<file path="src/rtl/benes_4_pipe_pkg.sv">
// benes_4_pipe_pkg: shared config type, switch-state encoding and cfg bit indexing for the 4-lane Benes network.
package benes_4_pipe_pkg;
    localparam int CFG_W = 6;
    typedef logic [CFG_W-1:0] cfg_t;
    localparam logic SW_BAR   = 1'b1;
    localparam logic SW_CROSS = 1'b0;
    function automatic int cfg_idx(input int r, input int c);
        return r * 3 + c;
    endfunction
endpackage

</file>
<file path="src/rtl/benes_4_pipe_sw2.sv">
// benes_sw2: combinational 2x2 switch; ports a/b lane inputs, s state (bar/cross), y0/y1 upper/lower outputs.
module benes_sw2
    import benes_4_pipe_pkg::*;
#(
    parameter int W = 8
) (
    input  logic [W-1:0] a,
    input  logic [W-1:0] b,
    input  logic         s,
    output logic [W-1:0] y0,
    output logic [W-1:0] y1
);
    assign y0 = (s == SW_BAR) ? a : b;
    assign y1 = (s == SW_BAR) ? b : a;
endmodule

</file>
<file path="src/rtl/benes_4_pipe.sv">
// benes_4_pipe: 3-stage pipelined 4x4 Benes network with valid/ready handshake; in_* upstream beat and cfg, out_* routed beat, out_err/err_cnt flag invalid configs.
module benes_4_pipe
    import benes_4_pipe_pkg::*;
#(
    parameter int W = 8
) (
    input  logic         clk,
    input  logic         rst_n,
    input  logic         in_valid,
    output logic         in_ready,
    input  logic [W-1:0] in_d0,
    input  logic [W-1:0] in_d1,
    input  logic [W-1:0] in_d2,
    input  logic [W-1:0] in_d3,
    input  logic [5:0]   cfg,
    output logic         out_valid,
    input  logic         out_ready,
    output logic [W-1:0] out_d0,
    output logic [W-1:0] out_d1,
    output logic [W-1:0] out_d2,
    output logic [W-1:0] out_d3,
    output logic         out_err,
    output logic [7:0]   err_cnt
);
    // Lane vectors are stored in the order the next column reads them:
    // index 2*row+input of the following switch column.
    logic [3:0][W-1:0] din, n0, q0, n1, q1, n2, q2;
    logic [3:0]        cq0;
    logic [1:0]        cq1;
    logic              v0, v1, v2, e0, e1, e2;
    logic              ld0, ld1, ld2, in_err;
    cfg_t              cfg_in;

    assign cfg_in = cfg;
    assign din    = {in_d3, in_d2, in_d1, in_d0};
    assign in_err = cfg_in[cfg_idx(0, 0)] == SW_CROSS;

    assign ld2      = !v2 || out_ready;
    assign ld1      = !v1 || ld2;
    assign ld0      = !v0 || ld1;
    assign in_ready = ld0;

    genvar r;
    generate
        for (r = 0; r < 2; r++) begin : g_row
            benes_sw2 #(.W(W)) u_c0 (
                .a(din[2*r]), .b(din[2*r+1]), .s(cfg_in[cfg_idx(r, 0)]),
                .y0(n0[r]), .y1(n0[2+r])
            );
            benes_sw2 #(.W(W)) u_c1 (
                .a(q0[2*r]), .b(q0[2*r+1]), .s(cq0[r]),
                .y0(n1[r]), .y1(n1[2+r])
            );
            benes_sw2 #(.W(W)) u_c2 (
                .a(q1[2*r]), .b(q1[2*r+1]), .s(cq1[r]),
                .y0(n2[2*r]), .y1(n2[2*r+1])
            );
        end
    endgenerate

    // Data and the switch bits still ahead of the beat travel together.
    always_ff @(posedge clk) begin
        if (ld0) begin
            q0  <= n0;
            cq0 <= {cfg_in[cfg_idx(1, 2)], cfg_in[cfg_idx(0, 2)],
                    cfg_in[cfg_idx(1, 1)], cfg_in[cfg_idx(0, 1)]};
        end
        if (ld1) begin
            q1  <= n1;
            cq1 <= cq0[3:2];
        end
        if (ld2) q2 <= n2;
    end

    always_ff @(posedge clk or negedge rst_n) begin
        if (!rst_n) begin
            {v0, v1, v2, e0, e1, e2} <= '0;
            err_cnt <= '0;
        end else begin
            if (ld0) {v0, e0} <= {in_valid, in_err};
            if (ld1) {v1, e1} <= {v0, e0};
            if (ld2) {v2, e2} <= {v1, e1};
            if (in_valid && ld0 && in_err && err_cnt != 8'hFF) err_cnt <= err_cnt + 8'd1;
        end
    end

    assign out_valid = v2;
    assign out_err   = e2;
    assign {out_d3, out_d2, out_d1, out_d0} = q2;
endmodule

</file>
<file path="config.mk">
export PLATFORM = sky130hd
export DESIGN_NAME = benes_4_pipe
export DESIGN_NICKNAME = d
export VERILOG_FILES = /design/src/rtl/benes_4_pipe_pkg.sv /design/src/rtl/benes_4_pipe_sw2.sv /design/src/rtl/benes_4_pipe.sv
export SDC_FILE = /design/constraint.sdc
export NUM_CORES = 1
export LEC_CHECK = 0
export CORE_ASPECT_RATIO = 1.1
export CORE_UTILIZATION = 47
export CTS_BUF_LIST = sky130_fd_sc_hd__clkbuf_16
export CTS_CLUSTER_SIZE = 14
export DETAILED_ROUTE_END_ITERATION = 16
export PLACE_DENSITY = 0.75
export SLEW_MARGIN = 40
export SYNTH_ARGS = -nofsm -noshare
export SYNTH_HDL_FRONTEND = slang
export SYNTH_SLANG_ARGS = --single-unit
</file>
<file path="constraint.sdc">
create_clock -name clk -period 1.7 [get_ports clk]
set_input_delay 0.17 -clock clk [delete_from_list [all_inputs] [get_ports clk]]
set_output_delay 0.17 -clock clk [all_outputs]
set_load 0.03 [all_outputs]
</file>
==> flow_summary.yaml, run 1 <==
synth:
  syn_inst: 267
  ys_seq_area_frac: 0.698
  syn_avg_cell_area_um2: 18.3
  synth_area_um2: 4890
  syn-num-nets: 310
  synth_cell_type_count: 26
  ys_ff_latch: 116
  yosys_warnings: 0
worst_setup_path:
  endpoint_kind: "output port"
  path_buf_inv: 1
  crit_family: "buffers and inverters"
  startpoint_type: "flop"
  cp_cell_sequence: "clkdlybuf4s50_1"
  slowest_delay_ns: 0.67
  cp_slowest_cell: "clkdlybuf4s50_1"
  worstSetupPathType: "flop to output port"
  required_ns: 1.53
  crit_fanout: 3
  crit_arrival_ns: 1.46
  rrSetupSlack_ns: 0.10
grt:
  grt_usage: 0.175
  grt_overflow_total: 0
  grt_pass1_wl_mm: 13.8
  grt_max_degree: 41
  grt_pass1_vias: 2674
  antenna_found_initial: 0
routing:
  drtIter0Drc: 97
  ant_nets: 0
  drt-total-wl_mm: 8.54
  wl_per_cell_um: 17.0
  via_count: 2575
  wl_met3_um: 532
  met2WireLength_mm: 4.37
  avgViaCountPerCell: 5.14
  wl_met1_mm: 3.54
  first_pass_iters: 4
  drc_errors: 0
  highest_layer: "met4"
timing:
  hold_violations: 0
  fin_setup_tns_ns: 0
  slew_viol_final: 0
  rsz0062_at_grt: "false"
  post-route-period-util: 0.961
  setup_viol: 0
  relSlewSlack: 0.565
  fin_crit_ns: 1.63
  max_freq_mhz: 612
  worst_pin_slew_ns: 0.651
  finalClockSkew_ns: 0.0110
clock_network:
  post-cts-setup-buffer-count: 0
  cts_buffers: 17
  cts_tree: "built"
  cts_root_buffer: "clkbuf_16"
  hold_buffers: 0
  clock-sinks: 116
  htreeDepth: 4
  clk_pin_slew_ns: 0.05
  clk_path_buf_depth: 2
  clock_latency_ns: 0.41
status:
  status: "complete, no violations"
die:
  core_um2: 9980
  die_x_um: 99.2
  die_y_um: 109
  fp.dieArea_um2: 10800
  start_util: 0.489
  pin_count: 85
  fp-row-count: 38
cells_and_area:
  nets: 411
  instances_no_fill: 501
  postLayoutCellArea_um2: 6580
  final_layout_size_suffix_gt1_frac: 0.388
  antenna_cells: 0
  fin_util: 0.659
  area_growth_syn_to_layout_pct: 34.6
place:
  dpl.cell_count: 469
  hpwl_mm: 5.71
  gp_congestion: 0.744
  place_area_um2: 5950
  port_buffers: 84
power:
  p_leak_nw: 2.49
  p_switching_mw: 2.32
  switching_share: 0.248
  vdd_ir_drop_max_v: 0.000795
  power.density_nw_per_um2: 1420
  power_mw: 9.35
  p_int_mw: 7.03
  clkPwrFrac: 0.398
  combPwrFrac: 0.181
  share_seq_of_total_power: 0.421
min_path:
  hp-class: "primary input to async pin"
job:
  drv_cap: 0
synth_stat cells:
master    count  area [um2]
a21oi_1       3        15.0
a41oi_1       2        17.5
and3b_1       1        8.76
buf_2        11        55.1
buf_6         1        11.3
dfrtp_1      14         350
edfxtp_1    102        3060
ha_1          1        12.5
inv_1         3        11.3
mux2_2       98        1100
mux2_4        1        15.0
nand2_1       7        26.3
nand2b_1      3        18.8
nand3_1       3        15.0
nand3b_4      1        20.0
nand4_2       1        12.5
nand4b_4      1        23.8
nor2_1        2        7.51
nor2_2        1        6.26
nor2b_1       1        6.26
nor3_1        2        10.0
nor3_4        1        16.3
nor3b_1       1        7.51
nor4_2        1        12.5
or2_0         1        6.26
xor2_1        4        35.0
cell type report:
type / instances / area, um2
clock inverters: 15 / 196
inverters: 3 / 15.0
well taps: 120 / 150
fillers: 695 / 3410
multi-input cells: 136 / 1410
clock buffers: 17 / 425
repair buffers: 94 / 965
flip-flops and latches: 116 / 3410
logic make-up (layout without fill, tap and decap cells):
kind of cell,count (synthesis),after routing,share of synthesized area
flip-flops,116,116,0.698
multiplexers,99,99,0.229
AND/OR/NAND/NOR,27,27,0.0405
buffers and inverters,15,129,0.0159
AO/OA/AOI/OAI,5,5,0.00666
XOR/XNOR,4,4,0.00717
adder cells (fa/ha/maj),1,1,0.00256
power groups by stage:
stage               Sequential [mW]  Clock [mW]  Combinational, mW
floorplan                      4.35           0              0.634
global placement               3.94           0               1.70
detailed placement             3.98           0               1.74
CTS                            3.94        3.79               1.72
global route                   3.99        3.91               1.81
finish                         3.93        3.72               1.69
metrics by stage:
step                      hold slack (ns)  setup slack, ns
after floorplan                    -0.126           -0.128
after global placement              0.409           0.0419
after detailed placement            0.416           0.0199
after CTS                           0.174           0.0103
after global routing                0.214           0.0138
final                               0.165           0.0660
layout by cell type, fill, tap and decap left out, types with 2 or more instances in the layout:
cell             Yosys  layout
buf_4                0       7
dlygate4sd2_1        0       5
mux2_2              98      98
nor2_1               2       2
dfrtp_1             14      13
dlymetal6s2s_1       0       3
nand2_1              7       6
xor2_1               4       4
clkbuf_16            0      17
nand3_1              3       3
inv_1                3       5
a21oi_1              3       3
bufinv_16            0       5
buf_12               0       4
clkinv_1             0       2
clkinvlp_4           0       2
nand2b_1             3       3
edfxtp_1           102     102
clkinv_2             0       4
a41oi_1              2       2
clkdlybuf4s50_1      0      75
timing repair:
item / 4_1_cts / 5_1_grt
pin swaps: 0 / 0
resized for setup: 5 / 3
endpoints found under the hold margin: 0 / 0
setup endpoints to repair: 5 / 3
gates cloned: 0 / 0
worst register-to-register path, stage by stage, from the launching register on:
cell     delay [ns]
dfrtp_1        0.41
ha_1           0.27
nand2_1        0.15
nor3_4         0.29
nor2_4         0.08
mux2_4         0.30
final timing paths:
kind	from	end	cells after the start
max	out_valid$_DFFE_PN0P_	out_valid	1
max reg2reg	err_cnt[0]$_DFFE_PN0P_	err_cnt[1]$_DFFE_PN0P_	5
min in group clk	cfg[5]	cq0[3]$_DFFE_PP_	1
min	rst_n	out_err$_DFFE_PN0P_	1
min reg2reg	cq0[3]$_DFFE_PP_	cq1[1]$_DFFE_PP_	0
max in group asynchronous	rst_n	out_valid$_DFFE_PN0P_	1
sequential cells by signal (all words and copies together) (netlist names):
name,count
q0,32
q1,32
err_cnt,8
out_d0,8
out_d1,8
out_d2,8
out_d3,8
cq0,4
cq1,2
e0,1
e1,1
out_err,1
out_valid,1
v0,1
v1,1
layer usage:
metal	track usage	vias to the layer above
li1	-	1239
met4	0.0672	0
met3	0.0808	9
met1	0.204	1262
met2	0.285	65
met5	0	-
No activity file was read; power rests on OpenSTA's default activity.
==> inputs of run 2 (changes only) <==
--- a/config.mk
+++ b/config.mk
@@ -10,6 +10,7 @@
 export CTS_BUF_LIST = sky130_fd_sc_hd__clkbuf_16
 export CTS_CLUSTER_SIZE = 14
 export DETAILED_ROUTE_END_ITERATION = 16
+export GPL_TIMING_DRIVEN = 0
 export PLACE_DENSITY = 0.75
 export SLEW_MARGIN = 40
 export SYNTH_ARGS = -nofsm -noshare
==> flow_summary.yaml, run 2 (synthesized netlist as in run 1, its figures left out) <==
die:
  die_x_um: 99.2
  core_um2: 9980
  fp.dieArea_um2: 10800
  fp-row-count: 38
  die_y_um: 109
  start_util: 0.489
  pin_count: 85
timing:
  finalClockSkew_ns: 0.00959
  fin_crit_ns: 1.61
  max_freq_mhz: 622
  rsz0062_at_grt: "false"
  setup_viol: 0
  hold_violations: 0
  relSlewSlack: 0.543
  worst_pin_slew_ns: 0.684
  whs_ns: 0.157
  slew_viol_final: 0
  post-route-period-util: 0.946
cells_and_area:
  biggestRegsByFlops: "q0: 32 flops, q1: 32 flops"
  nets: 418
  layout_commonest_cell: "edfxtp_1"
  num-fill-cells: 732
  antenna_cells: 0
  regArea_um2: 3420
  multi_input_area_um2: 1450
  final_cell_mix: "102 x edfxtp_1, 98 x mux2_2, 72 x clkdlybuf4s50_1"
  final_layout_size_suffix_gt1_frac: 0.389
  fin_util: 0.652
  area_growth_syn_to_layout_pct: 33.2
  postLayoutCellArea_um2: 6510
grt:
  grt_use_met2: 0.300
  grt_usage: 0.179
  grt_overflow_total: 0
  grt_max_degree: 37
  grt_use_met1: 0.207
  busiest_layer: "met2"
  grt_pass1_wl_mm: 14.1
  antenna_found_initial: 0
  grt_pass1_vias: 2762
  gr-usage-met3: 0.0615
clock_network:
  cts_tree: "built"
  clock-sinks: 116
  clock_latency_ns: 0.41
  cts_root_buffer: "clkbuf_16"
  clk_path_buf_depth: 2
  cts_buffers: 17
  clk_pin_slew_ns: 0.05
  htreeDepth: 4
worst_setup_path:
  worstSetupPathType: "flop to output port"
  required_ns: 1.53
  slowest_delay_ns: 0.70
  path_buf_inv: 1
  rr_worst_depth: 5
  crit_fanout: 1
  crit_arrival_ns: 1.44
  startpoint_type: "flop"
  cp_num_cells: 1
  cp_cell_sequence: "clkdlybuf4s50_1"
  cp_slowest_cell: "clkdlybuf4s50_1"
  crit_family: "buffers and inverters"
  endpoint_kind: "output port"
routing:
  ant_nets: 0
  via_count: 2661
  drtIter0Drc: 79
  first_pass_iters: 4
  wl_per_cell_um: 17.5
  drt-total-wl_mm: 8.90
  avgViaCountPerCell: 5.24
  drc_errors: 0
power:
  vdd_ir_drop_max_v: 0.000991
  power.density_nw_per_um2: 1360
  p_leak_nw: 2.48
  power_mw: 8.83
status:
  status: "complete, no violations"
place:
  hpwl_mm: 5.79
  gp_congestion: 0.797
  place_area_um2: 5880
  port_buffers: 82
min_path:
  hp-class: "primary input to async pin"
job:
  drv_cap: 0
run 2: cell count changes in the layout (fill, tap and decap cells not counted), moves of 3 or more:
cell,delta
bufinv_16,-3
clkdlybuf4s50_1,-3
buf_12,-3
buf_4,-5
buf_2,+11
inv_1,+4
run 2: timing repair:
action                                  4_1_cts  5_1_grt
setup buffers                                 4        0
gates resized for setup                      10        5
endpoints found under the setup margin       49       24
pin swaps                                     1        0
hold buffers                                  0        0
cloned                                        3        0
run 2: layer usage:
layer	vias up	wire length (um)
met1	1306	3670
met4	0	189
met5	-	0
met2	82	4570
li1	1257	-
met3	16	472
run 2: path summary, 6_finish.rpt:
| kind | start | to | slack, ns |
|---|---|---|---|
| worst max-delay path | out_d2[5]$_DFFE_PP_ | out_d2[5] | 0.09 |
| worst min register to register | cq0[3]$_DFFE_PP_ | cq1[1]$_DFFE_PP_ | 0.43 |
| worst max register to register | err_cnt[0]$_DFFE_PN0P_ | err_cnt[1]$_DFFE_PN0P_ | 0.10 |
| worst min-delay path | rst_n | out_err$_DFFE_PN0P_ | 0.16 |
| max in group asynchronous | rst_n | v1$_DFFE_PN0P_ | 1.10 |
| min in group clk | cfg[0] | q0[23]$_DFFE_PP_ | 0.16 |
run 2: power breakdown:
group | switching, mW | leakage, nW | internal, mW | total (mW)
logic | 0.903 | 0.995 | 0.798 | 1.70
clock network | 1.11 | 0.289 | 2.08 | 3.19
registers | 0.263 | 1.20 | 3.67 | 3.94
total | 2.27 | 2.48 | 6.55 | 8.82
run 2: stage by stage:
step,worst slack (ns),TNS [ns],instances
floorplan,-0.128,-0.519,267
detailed placement,-0.606,-24.87,469
CTS,0.00459,0,508
finish,0.0919,0,508
global route,0.0201,0,508
global placement,-0.563,-17.08,469
run 2: cell type report:
cell class / instances / share of cell area
Clock buffer: 17 / 0.0654
Buffer: 12 / 0.0102
Tap cell: 120 / 0.0231
Sequential cell: 116 / 0.525
Timing Repair Buffer: 86 / 0.133
Inverter: 3 / 0.00231
Multi-Input combinational cell: 138 / 0.223
Clock inverter: 15 / 0.0171
Timing Repair inverter: 1 / 0.00115
==> inputs of run 3 (changes only) <==
--- a/config.mk
+++ b/config.mk
@@ -6,6 +6,7 @@
 export NUM_CORES = 1
 export LEC_CHECK = 0
 export CORE_ASPECT_RATIO = 1.1
+export CORE_MARGIN = 5
 export CORE_UTILIZATION = 47
 export CTS_BUF_LIST = sky130_fd_sc_hd__clkbuf_16
 export CTS_CLUSTER_SIZE = 14
==> flow_summary.yaml, run 3 (synthesized netlist as in run 1, its figures left out) <==
power:
  vdd_ir_drop_max_v: 0.000858
  p_leak_nw: 2.49
  p_int_mw: 6.89
  p_switching_mw: 2.35
  combPwrFrac: 0.182
  power_mw: 9.24
  clkPwrFrac: 0.392
  share_seq_of_total_power: 0.425
  power.density_nw_per_um2: 1400
  switching_share: 0.254
die:
  fp.dieArea_um2: 12500
  pin_count: 85
  fp-row-count: 39
  die_y_um: 117
  core_um2: 10300
  start_util: 0.475
  die_x_um: 107
cells_and_area:
  multi_input_area_um2: 1450
  biggestRegsByFlops: "q0: 32 flops, q1: 32 flops"
  nets: 418
  num-fill-cells: 730
  final_cell_mix: "102 x edfxtp_1, 98 x mux2_2, 72 x clkdlybuf4s50_1"
  postLayoutCellArea_um2: 6600
  fin_util: 0.641
  instances_no_fill: 531
  area_growth_syn_to_layout_pct: 35.1
  antenna_cells: 0
  final_layout_size_suffix_gt1_frac: 0.418
  regArea_um2: 3420
  layout_commonest_cell: "edfxtp_1"
clock_network:
  clock_latency_ns: 0.40
  cts_root_buffer: "clkbuf_16"
  clk_path_buf_depth: 2
  hold_buffers: 0
  cts_buffers: 17
  clock-sinks: 116
  clk_pin_slew_ns: 0.05
  cts_tree: "built"
  htreeDepth: 4
place:
  pre_cts_ws_ns: -0.598
  dpl.cell_count: 492
  port_buffers: 82
  place_area_um2: 5910
  hpwl_mm: 6.01
  gp_congestion: 0.810
timing:
  relSlewSlack: 0.532
  slew_viol_final: 0
  rsz0062_at_grt: "false"
  fin_setup_tns_ns: 0
  timing.final.ws_setup_ns: 0.0794
  hold_violations: 0
  max_freq_mhz: 617
  fin_crit_ns: 1.62
  whs_ns: 0.146
  setup_viol: 0
  worst_pin_slew_ns: 0.700
  post-route-period-util: 0.953
  finalClockSkew_ns: 0.00735
routing:
  wl_met1_mm: 3.62
  highest_layer: "met4"
  first_pass_iters: 4
  met2WireLength_mm: 4.77
  ant_nets: 0
  wl_met3_um: 558
  via_count: 2622
  wl_per_cell_um: 17.0
  drt-total-wl_mm: 9.00
  drc_errors: 0
  drtIter0Drc: 97
  avgViaCountPerCell: 4.94
worst_setup_path:
  cp_slowest_cell: "dfrtp_1"
  worstSetupPathType: "flop to output port"
  cp_cell_sequence: "nand4b_4, clkdlybuf4s15_2"
  crit_fanout: 8
  required_ns: 1.53
  slowest_delay_ns: 0.48
  startpoint_type: "flop"
  rrSetupSlack_ns: 0.11
  path_buf_inv: 1
  crit_arrival_ns: 1.45
  endpoint_kind: "output port"
  crit_family: "flip-flops"
grt:
  grt_overflow_total: 0
  antenna_found_initial: 0
  grt_max_degree: 37
  grt_usage: 0.153
  grt_pass1_wl_mm: 14.1
  grt_pass1_vias: 2706
status:
  status: "complete, no violations"
min_path:
  hp-class: "primary input to async pin"
job:
  drv_cap: 0
==> run 3: cell type report <==
type                       count  area share
sequential                   116       0.517
multi-input combinational    138       0.220
timing repair buffer          86       0.129
clock buffer                  17      0.0644
clock inverter                15      0.0286
tap                          143      0.0271
buffer                        12      0.0100
inverter                       3     0.00227
timing repair inverter         1     0.00114
==> run 3: routing by layer <==
metal,vias up,GRT usage
met3,4,0.0702
met2,65,0.258
met1,1293,0.171
li1,1260,-
met4,0,0.0588
met5,-,0
==> run 3: power by group through the flow <==
stage	sequential [mW]	clock (mW)	combinational, mW
CTS	3.94	3.69	1.69
global placement	3.95	0	1.68
detailed placement	3.98	0	1.71
finish	3.93	3.63	1.68
floorplan	4.35	0	0.634
global route	3.99	3.84	1.79
==> run 3: final timing paths <==
kind,startpoint,endpoint,cells after the start
setup / recovery,v0$_DFFE_PN0P_,in_ready,2
hold / removal,rst_n,err_cnt[0]$_DFFE_PN0P_,1
setup reg to reg,v0$_DFFE_PN0P_,err_cnt[6]$_DFFE_PN0P_,5
hold reg to reg,cq0[2]$_DFFE_PP_,cq1[0]$_DFFE_PP_,0
max in group asynchronous,rst_n,out_valid$_DFFE_PN0P_,1
min in group clk,cfg[0],q0[23]$_DFFE_PP_,2
==> run 3: timing repair <==
item	in CTS	in global routing
cloned	2	1
setup endpoints to repair	48	38
pin swaps	3	1
buffers inserted	0	4
gates resized for setup	11	4
